[config.mk]
export PLATFORM = sky130hd
export DESIGN_NAME = cache_miss_ctrl_flat
export DESIGN_NICKNAME = d
export VERILOG_FILES = /design/src/rtl/cache_miss_ctrl_if.sv /design/src/rtl/cache_miss_ctrl.sv /design/src/flat_wrapper.sv
export SDC_FILE = /design/constraint.sdc
export NUM_CORES = 1
export LEC_CHECK = 0
export BUFFER_PORTS_ARGS = -buffer_cell sky130_fd_sc_hd__buf_2
export CELL_PAD_IN_SITES_DETAIL_PLACEMENT = 1
export CELL_PAD_IN_SITES_GLOBAL_PLACEMENT = 2
export CORE_MARGIN = 2
export CORE_UTILIZATION = 30
export DETAILED_ROUTE_END_ITERATION = 12
export PLACE_DENSITY = 0.82
export SYNTH_ARGS = -nofsm -noshare
export SYNTH_HDL_FRONTEND = slang
export SYNTH_SLANG_ARGS = --single-unit
[constraint.sdc]
create_clock -name clk -period 6.3 [get_ports clk]
set_input_delay 0 -clock clk [delete_from_list [all_inputs] [get_ports clk]]
set_output_delay 0 -clock clk [all_outputs]
set_load 0.01 [all_outputs]
[src/rtl/cache_miss_ctrl_if.sv]
// Command, datapath-lookup and memory-side signals of the cache miss controller.
// The controller connects through the slave modport; its environment through master.
interface cache_miss_ctrl_if #(
    parameter int ADDR_W = 32
);
    logic              req_valid;
    logic              req_ready;
    logic [1:0]        req_type;
    logic [ADDR_W-1:0] req_addr;
    logic              resp_valid;
    logic              resp_hit;
    logic              resp_wb;
    logic              tag_lookup;
    logic [ADDR_W-1:0] lkp_addr;
    logic              tag_hit;
    logic              victim_dirty;
    logic [ADDR_W-1:0] victim_addr;
    logic              tag_update;
    logic              upd_dirty;
    logic              tag_inval;
    logic              mem_req_valid;
    logic              mem_req_ready;
    logic              mem_req_write;
    logic [ADDR_W-1:0] mem_req_addr;
    logic              mem_resp_valid;

    modport slave (
        input  req_valid, req_type, req_addr, tag_hit, victim_dirty, victim_addr,
               mem_req_ready, mem_resp_valid,
        output req_ready, resp_valid, resp_hit, resp_wb, tag_lookup, lkp_addr,
               tag_update, upd_dirty, tag_inval, mem_req_valid, mem_req_write, mem_req_addr
    );

    modport master (
        output req_valid, req_type, req_addr, tag_hit, victim_dirty, victim_addr,
               mem_req_ready, mem_resp_valid,
        input  req_ready, resp_valid, resp_hit, resp_wb, tag_lookup, lkp_addr,
               tag_update, upd_dirty, tag_inval, mem_req_valid, mem_req_write, mem_req_addr
    );
endinterface

[src/rtl/cache_miss_ctrl.sv]
// Cache miss sequencer: tag lookup, writeback/fill handshakes, install/invalidate
// strobes and hit/miss/writeback statistics. All outputs are registered.
module cache_miss_ctrl #(
    parameter int ADDR_W    = 32,
    parameter int LINE_SIZE = 64
) (
    input  logic             clk,
    input  logic             rst,
    cache_miss_ctrl_if.slave bus,
    output logic [31:0]      hit_count,
    output logic [31:0]      miss_count,
    output logic [31:0]      wb_count
);
    localparam int OFFSET_W = $clog2(LINE_SIZE);
    localparam logic [ADDR_W-1:0] LINE_MASK = {{(ADDR_W-OFFSET_W){1'b1}}, {OFFSET_W{1'b0}}};

    typedef enum logic [2:0] {
        IDLE, LOOKUP, WB_REQ, WB_WAIT, FILL_REQ, FILL_WAIT, UPDATE, RESP
    } state_t;

    state_t            state_reg;
    logic [1:0]        type_reg;
    logic [ADDR_W-1:0] addr_reg;
    logic              req_ready_reg;
    logic              resp_valid_reg;
    logic              hit_reg;
    logic              wb_reg;
    logic              tag_lookup_reg;
    logic              tag_update_reg;
    logic              upd_dirty_reg;
    logic              tag_inval_reg;
    logic              mem_valid_reg;
    logic              mem_write_reg;
    logic [ADDR_W-1:0] mem_addr_reg;

    logic is_inval;
    logic is_write;
    assign is_inval = type_reg[1];       // types 2 and 3 both invalidate
    assign is_write = (type_reg == 2'd1);

    // Counter increment requests: [0]=hit, [1]=miss, [2]=writeback.
    logic [2:0] cnt_inc;
    always_comb begin
        cnt_inc = '0;
        if (state_reg == LOOKUP && !is_inval) begin
            cnt_inc[0] = bus.tag_hit;
            cnt_inc[1] = !bus.tag_hit;
        end
        cnt_inc[2] = (state_reg == WB_WAIT) && bus.mem_resp_valid;
    end

    generate
        for (genvar gi = 0; gi < 3; gi++) begin : g_cnt
            logic [31:0] cnt_reg;
            always_ff @(posedge clk) begin
                if (rst)
                    cnt_reg <= '0;
                else if (cnt_inc[gi])
                    cnt_reg <= cnt_reg + 32'd1;
            end
        end
    endgenerate

    assign hit_count  = g_cnt[0].cnt_reg;
    assign miss_count = g_cnt[1].cnt_reg;
    assign wb_count   = g_cnt[2].cnt_reg;

    always_ff @(posedge clk) begin
        if (rst) begin
            state_reg      <= IDLE;
            type_reg       <= '0;
            addr_reg       <= '0;
            req_ready_reg  <= 1'b1;
            resp_valid_reg <= 1'b0;
            hit_reg        <= 1'b0;
            wb_reg         <= 1'b0;
            tag_lookup_reg <= 1'b0;
            tag_update_reg <= 1'b0;
            upd_dirty_reg  <= 1'b0;
            tag_inval_reg  <= 1'b0;
            mem_valid_reg  <= 1'b0;
            mem_write_reg  <= 1'b0;
            mem_addr_reg   <= '0;
        end else begin
            tag_lookup_reg <= 1'b0;
            tag_update_reg <= 1'b0;
            upd_dirty_reg  <= 1'b0;
            tag_inval_reg  <= 1'b0;
            resp_valid_reg <= 1'b0;
            case (state_reg)
                IDLE: begin
                    if (bus.req_valid && req_ready_reg) begin
                        type_reg       <= bus.req_type;
                        addr_reg       <= bus.req_addr;
                        req_ready_reg  <= 1'b0;
                        tag_lookup_reg <= 1'b1;
                        hit_reg        <= 1'b0;
                        wb_reg         <= 1'b0;
                        state_reg      <= LOOKUP;
                    end
                end
                LOOKUP: begin
                    hit_reg <= bus.tag_hit;
                    if (bus.tag_hit && is_inval) begin
                        tag_inval_reg <= 1'b1;
                        state_reg     <= UPDATE;
                    end else if (bus.tag_hit && is_write) begin
                        tag_update_reg <= 1'b1;
                        upd_dirty_reg  <= 1'b1;
                        state_reg      <= UPDATE;
                    end else if (bus.tag_hit || is_inval) begin
                        resp_valid_reg <= 1'b1;
                        state_reg      <= RESP;
                    end else if (bus.victim_dirty) begin
                        mem_valid_reg <= 1'b1;
                        mem_write_reg <= 1'b1;
                        mem_addr_reg  <= bus.victim_addr & LINE_MASK;
                        state_reg     <= WB_REQ;
                    end else begin
                        mem_valid_reg <= 1'b1;
                        mem_write_reg <= 1'b0;
                        mem_addr_reg  <= addr_reg & LINE_MASK;
                        state_reg     <= FILL_REQ;
                    end
                end
                WB_REQ: begin
                    if (bus.mem_req_ready) begin
                        mem_valid_reg <= 1'b0;
                        state_reg     <= WB_WAIT;
                    end
                end
                WB_WAIT: begin
                    if (bus.mem_resp_valid) begin
                        wb_reg        <= 1'b1;
                        mem_valid_reg <= 1'b1;
                        mem_write_reg <= 1'b0;
                        mem_addr_reg  <= addr_reg & LINE_MASK;
                        state_reg     <= FILL_REQ;
                    end
                end
                FILL_REQ: begin
                    if (bus.mem_req_ready) begin
                        mem_valid_reg <= 1'b0;
                        state_reg     <= FILL_WAIT;
                    end
                end
                FILL_WAIT: begin
                    if (bus.mem_resp_valid) begin
                        tag_update_reg <= 1'b1;
                        upd_dirty_reg  <= is_write;
                        state_reg      <= UPDATE;
                    end
                end
                UPDATE: begin
                    resp_valid_reg <= 1'b1;
                    state_reg      <= RESP;
                end
                RESP: begin
                    req_ready_reg <= 1'b1;
                    state_reg     <= IDLE;
                end
                default: state_reg <= IDLE;
            endcase
        end
    end

    assign bus.req_ready     = req_ready_reg;
    assign bus.resp_valid    = resp_valid_reg;
    assign bus.resp_hit      = hit_reg;
    assign bus.resp_wb       = wb_reg;
    assign bus.tag_lookup    = tag_lookup_reg;
    assign bus.lkp_addr      = addr_reg;
    assign bus.tag_update    = tag_update_reg;
    assign bus.upd_dirty     = upd_dirty_reg;
    assign bus.tag_inval     = tag_inval_reg;
    assign bus.mem_req_valid = mem_valid_reg;
    assign bus.mem_req_write = mem_write_reg;
    assign bus.mem_req_addr  = mem_addr_reg;
endmodule

[src/flat_wrapper.sv]
// flat-port wrapper written by rule: the top's interface ports become plain ports
module cache_miss_ctrl_flat 
#(
    parameter int ADDR_W    = 32,
    parameter int LINE_SIZE = 64
)
  (clk, rst, hit_count, miss_count, wb_count, bus_req_valid, bus_req_type, bus_req_addr, bus_tag_hit, bus_victim_dirty, bus_victim_addr, bus_mem_req_ready, bus_mem_resp_valid, bus_req_ready, bus_resp_valid, bus_resp_hit, bus_resp_wb, bus_tag_lookup, bus_lkp_addr, bus_tag_update, bus_upd_dirty, bus_tag_inval, bus_mem_req_valid, bus_mem_req_write, bus_mem_req_addr);
  cache_miss_ctrl_if #(.ADDR_W(ADDR_W)) bus_i ();
  input  logic clk;
  input  logic rst;
  output logic [31:0] hit_count;
  output logic [31:0] miss_count;
  output logic [31:0] wb_count;
  input wire logic [$bits(bus_i.req_valid)-1:0] bus_req_valid;
  input wire logic [$bits(bus_i.req_type)-1:0] bus_req_type;
  input wire logic [$bits(bus_i.req_addr)-1:0] bus_req_addr;
  input wire logic [$bits(bus_i.tag_hit)-1:0] bus_tag_hit;
  input wire logic [$bits(bus_i.victim_dirty)-1:0] bus_victim_dirty;
  input wire logic [$bits(bus_i.victim_addr)-1:0] bus_victim_addr;
  input wire logic [$bits(bus_i.mem_req_ready)-1:0] bus_mem_req_ready;
  input wire logic [$bits(bus_i.mem_resp_valid)-1:0] bus_mem_resp_valid;
  output wire logic [$bits(bus_i.req_ready)-1:0] bus_req_ready;
  output wire logic [$bits(bus_i.resp_valid)-1:0] bus_resp_valid;
  output wire logic [$bits(bus_i.resp_hit)-1:0] bus_resp_hit;
  output wire logic [$bits(bus_i.resp_wb)-1:0] bus_resp_wb;
  output wire logic [$bits(bus_i.tag_lookup)-1:0] bus_tag_lookup;
  output wire logic [$bits(bus_i.lkp_addr)-1:0] bus_lkp_addr;
  output wire logic [$bits(bus_i.tag_update)-1:0] bus_tag_update;
  output wire logic [$bits(bus_i.upd_dirty)-1:0] bus_upd_dirty;
  output wire logic [$bits(bus_i.tag_inval)-1:0] bus_tag_inval;
  output wire logic [$bits(bus_i.mem_req_valid)-1:0] bus_mem_req_valid;
  output wire logic [$bits(bus_i.mem_req_write)-1:0] bus_mem_req_write;
  output wire logic [$bits(bus_i.mem_req_addr)-1:0] bus_mem_req_addr;
  assign bus_i.req_valid = bus_req_valid;
  assign bus_i.req_type = bus_req_type;
  assign bus_i.req_addr = bus_req_addr;
  assign bus_i.tag_hit = bus_tag_hit;
  assign bus_i.victim_dirty = bus_victim_dirty;
  assign bus_i.victim_addr = bus_victim_addr;
  assign bus_i.mem_req_ready = bus_mem_req_ready;
  assign bus_i.mem_resp_valid = bus_mem_resp_valid;
  assign bus_req_ready = bus_i.req_ready;
  assign bus_resp_valid = bus_i.resp_valid;
  assign bus_resp_hit = bus_i.resp_hit;
  assign bus_resp_wb = bus_i.resp_wb;
  assign bus_tag_lookup = bus_i.tag_lookup;
  assign bus_lkp_addr = bus_i.lkp_addr;
  assign bus_tag_update = bus_i.tag_update;
  assign bus_upd_dirty = bus_i.upd_dirty;
  assign bus_tag_inval = bus_i.tag_inval;
  assign bus_mem_req_valid = bus_i.mem_req_valid;
  assign bus_mem_req_write = bus_i.mem_req_write;
  assign bus_mem_req_addr = bus_i.mem_req_addr;
  cache_miss_ctrl #(.ADDR_W(ADDR_W), .LINE_SIZE(LINE_SIZE)) u_core (.clk(clk), .rst(rst), .bus(bus_i), .hit_count(hit_count), .miss_count(miss_count), .wb_count(wb_count));
endmodule
# Word-level counts from Yosys, hierarchy flattened
# Cells that the tools add are included.
[word_totals]
regBits = 175
output_inout_bits = 170
wordCells = 108
[op_classes]
n_addsub = 3
eq_ne = 17
n_mux = 45
bitwise = 2
reduce_logical = 24
[op_table]
columns = ["op", "count"]
rows = [
  ["$mux W32", 5],
  ["$add A32 B1 Y32 const B", 3],
  ["$pmux W32 S2", 1],
  ["$mux W3", 9],
  ["$pmux W3 S8", 1],
  ["$mux W1", 20],
  ["$ne A2 B2 Y1 const B", 7],
  ["$pmux W1 S2", 7],
  ["$eq A3 B3 Y1 const B", 4],
  ["$reduce_and A5 Y1", 2],
  ["$reduce_bool A2 Y1", 4],
  ["$eq A3 B2 Y1 const B", 2],
  ["$reduce_and A2 Y1", 3],
  ["$reduce_and A6 Y1", 1],
  ["$reduce_or A2 Y1", 3],
  ["$logic_and A1 B1 Y1", 5],
  ["$ne A2 B1 Y1 const B", 2],
  ["$eq A3 B1 Y1 const B", 1],
  ["$logic_not A3 Y1", 1],
  ["$pmux W1 S3", 1],
  ["$reduce_and A3 Y1", 1],
  ["$reduce_bool A3 Y1", 1],
  ["$eq A2 B1 Y1 const B", 1],
  ["$logic_not A1 Y1", 2],
  ["other kinds (3)", 4],
]

# Longest topological paths before layout
[depth]
ltp_word = 5
ltp_mapped = 7
depth_no_buf = 5

# Least setup slack after synthesis
# No wires, ideal clock.
[synth_timing]
path_type = "flip-flop to flip-flop"
startpoint = "register u_core.state_reg[2]"
endpoint = "register u_core.g_cnt[0].cnt_reg[29] (netlist: u_core.hit_count[29])"
setup_ns = 0.070
arrival_ns = 2.121
path_slack_ns = 4.109
path_stages_with_launch = 7
n_path_buf = 2
period_less_slack_ns = 2.191
path_cell_list = "dfxtp_1 > or3b_4 > or4_1 > buf_2 > buf_6 > or4_1 > a21oi_1"
[synth_via]
elab_chain_len = 3
[synth_rtl]
columns = ["item", "line_no", "text"]
rows = [
  ["start: declaration", "cache_miss_ctrl.sv:21", "state_t state_reg;"],
  ["start signal: assignment", "cache_miss_ctrl.sv:70", "state_reg <= IDLE;"],
  ["start signal: assignment", "cache_miss_ctrl.sv:99", "state_reg <= LOOKUP;"],
  ["start signal: assignment", "cache_miss_ctrl.sv:106", "state_reg <= UPDATE;"],
  ["$eq A3 B1 Y1", "cache_miss_ctrl.sv:45", "if (state_reg == LOOKUP && !is_inval) begin"],
  ["$logic_and A1 B1 Y1", "cache_miss_ctrl.sv:45", ""],
  ["$mux W2", "cache_miss_ctrl.sv:45", ""],
  ["end signal: assignment", "cache_miss_ctrl.sv:59", "cnt_reg <= cnt_reg + 32'd1;"],
  ["end: declaration", "cache_miss_ctrl.sv:54", "logic [31:0] cnt_reg;"],
]
# Every way passes these cells.
# A chain may end at the register's enable or synchronous reset.

# Final worst setup path
[layout_timing]
startpoint = "register u_core.state_reg[0]"
endpoint = "register u_core.g_cnt[1].cnt_reg[31] (netlist: u_core.miss_count[31])"
[layout_via]
elab_chain_len = 3
[layout_rtl]
columns = ["item", "line_no"]
rows = [
  ["$eq A3 B1 Y1", "cache_miss_ctrl.sv:45"],
  ["$logic_and A1 B1 Y1", "cache_miss_ctrl.sv:45"],
  ["$mux W2", "cache_miss_ctrl.sv:45"],
  ["end signal: assignment", "cache_miss_ctrl.sv:59"],
  ["end: declaration", "cache_miss_ctrl.sv:54"],
]
# Every way passes these cells.

==> impl_metrics.ini <==
[clock_tree]
cts_buffers = 17
h-tree-depth = 4
cts_buffer_depth = 2
root_buffer = clkbuf_16
clk_pin_slew_ns = 0.07
worstSkewPairLatency_ns = 0.43
cts_tree = built
clkSinkCount = 169
post-cts-setup-buffers = 0

[synthesis]
syn_avg_cell_area_um2 = 8.38
synth_cell_types = 46
ys_seq_elements = 169
yosysSeqAreaShare_pct = 43.9
synth_top_area_share_pct = 43.9
synth_common_cells = dfxtp_1 (169), nand2_1 (110), a21oi_1 (106)
syn-cell-area_mm2 = 0.00771
synth_edf_count = 0
synthCells = 920
postSynth.asyncResetShare_pct = 0
synthTopCellsByArea = dfxtp_1 (44%), a21oi_1 (6.9%), nand2_1 (5.4%), or4_1 (3.6%), mux2i_1 (3.5%)
yosys_warnings = 0
synthFlopType = dfxtp_1
yosysMostFrequentCell = dfxtp_1
yosys.area.top_type = dfxtp_1

[detailed_routing]
num_vias = 7920
wl_um = 25700
drtPass1Iterations = 6
routedWlPerCell_um = 16.9
via_per_inst = 5.20
drt_iter0_markers = 417
drcViolationCount = 0
antenna_left = 0

[global_route]
grt_pass1_vias = 7932
antenna_found_initial = 1
grt_first_pass_wirelength_um = 41200
grt_max_degree = 118
grt_use_total_pct = 18.9
grt-ovfl-total = 0

[hold_path]
hold_start = rst
timing.hold.worst_path_depth = 2
min_path_type = in2reg
holdPathEnd = u_core.hit_count[2]$_SDFFE_PP0P_

[worst_setup_path]
cp_data_arrival_time_ns = 3.63
slowest_stage = nand4_1
crit_chain = nor3b_2 > buf_4 > nand4_1 > nor4_1 > mux2_2
worstSetupPathType = reg2reg
max_stage_delay_ns = 0.88
r2r-end = u_core.miss_count[31]$_SDFFE_PP0P_
rr_worst_depth = 5
end_kind = flip-flop
crit_path_max_fanout = 31
required_ns = 6.62
cp_top_family = simple AND/OR/NAND/NOR gates
crit_buf_inv = 1
reg2reg_from = u_core.state_reg[0]$_SDFFE_PP0P_
start_kind = flip-flop
r2r_slack_ns = 2.99

[die]
boundaryPins = 243
fp.dieH_um = 164
die-width_um = 164
row_count = 58
core_mm2 = 0.0252
die_area_mm2 = 0.0270
initial_core_util_pct = 30.6

[timing]
finalSetupTns_ns = 0
fin_skew_ns = 0.0127
maxSlewViolCount = 0
fmax_mhz = 302
timing_hold_violations_final = 0
worst_slack_ns = 2.99
slew_headroom_pct = 27.1
rsz0062_at_grt = false
fin_crit_sh_pct = 52.6
tightest_slew_ns = 1.09
min_period_ns = 3.31
finalSetupViolCount = 0

[cells_and_area]
final_nets = 1255
final_design_area_no_fill_mm2 = 0.0104
drive_gt1_share_pct = 23.9
areaGrowthSynthToFinish_pct = 34.5

[power]
irDropWorstVdd_mv = 0.191
p_leak_nw = 4.10
p_per_area_mw_per_mm2 = 275

[placed_design]
post-place-ws_ns = 2.97
gp_congestion = 0.745
placed_cell_area_mm2 = 0.00908
portBuffers = 230
dpl.hpwl_um = 16900

[flow_run]
max_cap_viol_count = 0

[run_status]
status = completed
==> where the power goes <==
part           leakage (nW)  switching [W]  internal [W]
clock network         0.303       0.000499      0.000642
logic                  2.43       0.000290      0.000199
registers              1.37      0.0000751       0.00115
total                  4.10       0.000863       0.00199
==> routing by layer <==
layer  track usage [%]  vias up  wire, um
li1                  -     3886         -
met1              23.6     3841     11400
met2              31.8      165     12600
met3              5.03       28      1280
met4              5.78        0       452
met5                 0        -         0
==> cells in the final DEF (no fill, tap or decap), drive strengths merged, types with 2 or more instances in the layout <==
cell and count:
clkinv 2, nor2 65, o41ai 3, clkbuf 17, or4b 4, mux2 7
xnor2 6, clkinvlp 2, bufinv 3, buf 235, nor3 6, and3 11
o21bai 2, nand4b 3, conb 6, o31ai 34, nand3 43, and4 21
o21ai 28, or3b 2, a211oi 26, or3 30, nor4 10, nand2 110
inv 20, diode 2, mux2i 27, ha 3, nor3b 3, nor2b 8
dfxtp 169, and2 9, dlygate4sd3 66, nand4 37, xor2 19, a21oi 106
nand2b 3, or4 37
==> repair_timing <==
| item | in CTS | in global routing |
|---|---|---|
| hold buffers | 66 | 0 |
| resized for setup | 0 | 0 |
| hold endpoints to repair | 68 | 0 |
==> cell families after synthesis <==
| kind of cell | after synthesis | share of synthesized area (%) |
|---|---|---|
| adders and majority gates | 3 | 0.487 |
| and+or+nand+nor | 405 | 28.2 |
| AOI/OAI and AO/OA | 205 | 15.7 |
| xor gates and xnor gates | 25 | 2.84 |
| buffers and inverters | 78 | 4.24 |
| DFF | 169 | 43.9 |
| other | 1 | 0.0486 |
| muxes | 34 | 4.53 |
==> per-stage QoR <==
| step | instances | hold slack, ns | power, W | util [%] |
|---|---|---|---|---|
| after floorplan | 925 | 0.136 | 0.00151 | - |
| after global placement | 1424 | 0.240 | 0.00169 | 36.0 |
| after detailed placement | 1424 | 0.248 | 0.00170 | 36.0 |
| after CTS | 1522 | 0.132 | 0.00289 | 41.2 |
| after global routing | 1523 | 0.157 | 0.00300 | 41.2 |
| final | 1524 | 0.119 | 0.00285 | 41.2 |
==> worst max path at each step <==
stage / startpoint / to / depth (start not counted)
3_3_place_gp: u_core.state_reg[0]$_SDFFE_PP0P_ / u_core.miss_count[31]$_SDFFE_PP0P_ / 5
3_5_place_dp: u_core.state_reg[0]$_SDFFE_PP0P_ / u_core.miss_count[31]$_SDFFE_PP0P_ / 5
5_1_grt: u_core.state_reg[0]$_SDFFE_PP0P_ / u_core.miss_count[31]$_SDFFE_PP0P_ / 5
6_report: u_core.state_reg[0]$_SDFFE_PP0P_ / u_core.miss_count[31]$_SDFFE_PP0P_ / 5
4_1_cts: u_core.state_reg[0]$_SDFFE_PP0P_ / u_core.miss_count[31]$_SDFFE_PP0P_ / 5
2_1_floorplan: u_core.state_reg[2]$_SDFFE_PP0P_ / u_core.hit_count[29]$_SDFFE_PP0P_ / 6
==> layout make-up <==
cell class,count,area [um^2]
antenna,2,5.00
clock buffer,17,425
clock inverter,15,203
fill,3018,14800
inverter,12,45.0
multi-input combinational,678,4040
sequential,169,3380
tap,330,413
timing repair buffer,301,1860
Note: power is estimated with default switching activity, not from simulation.
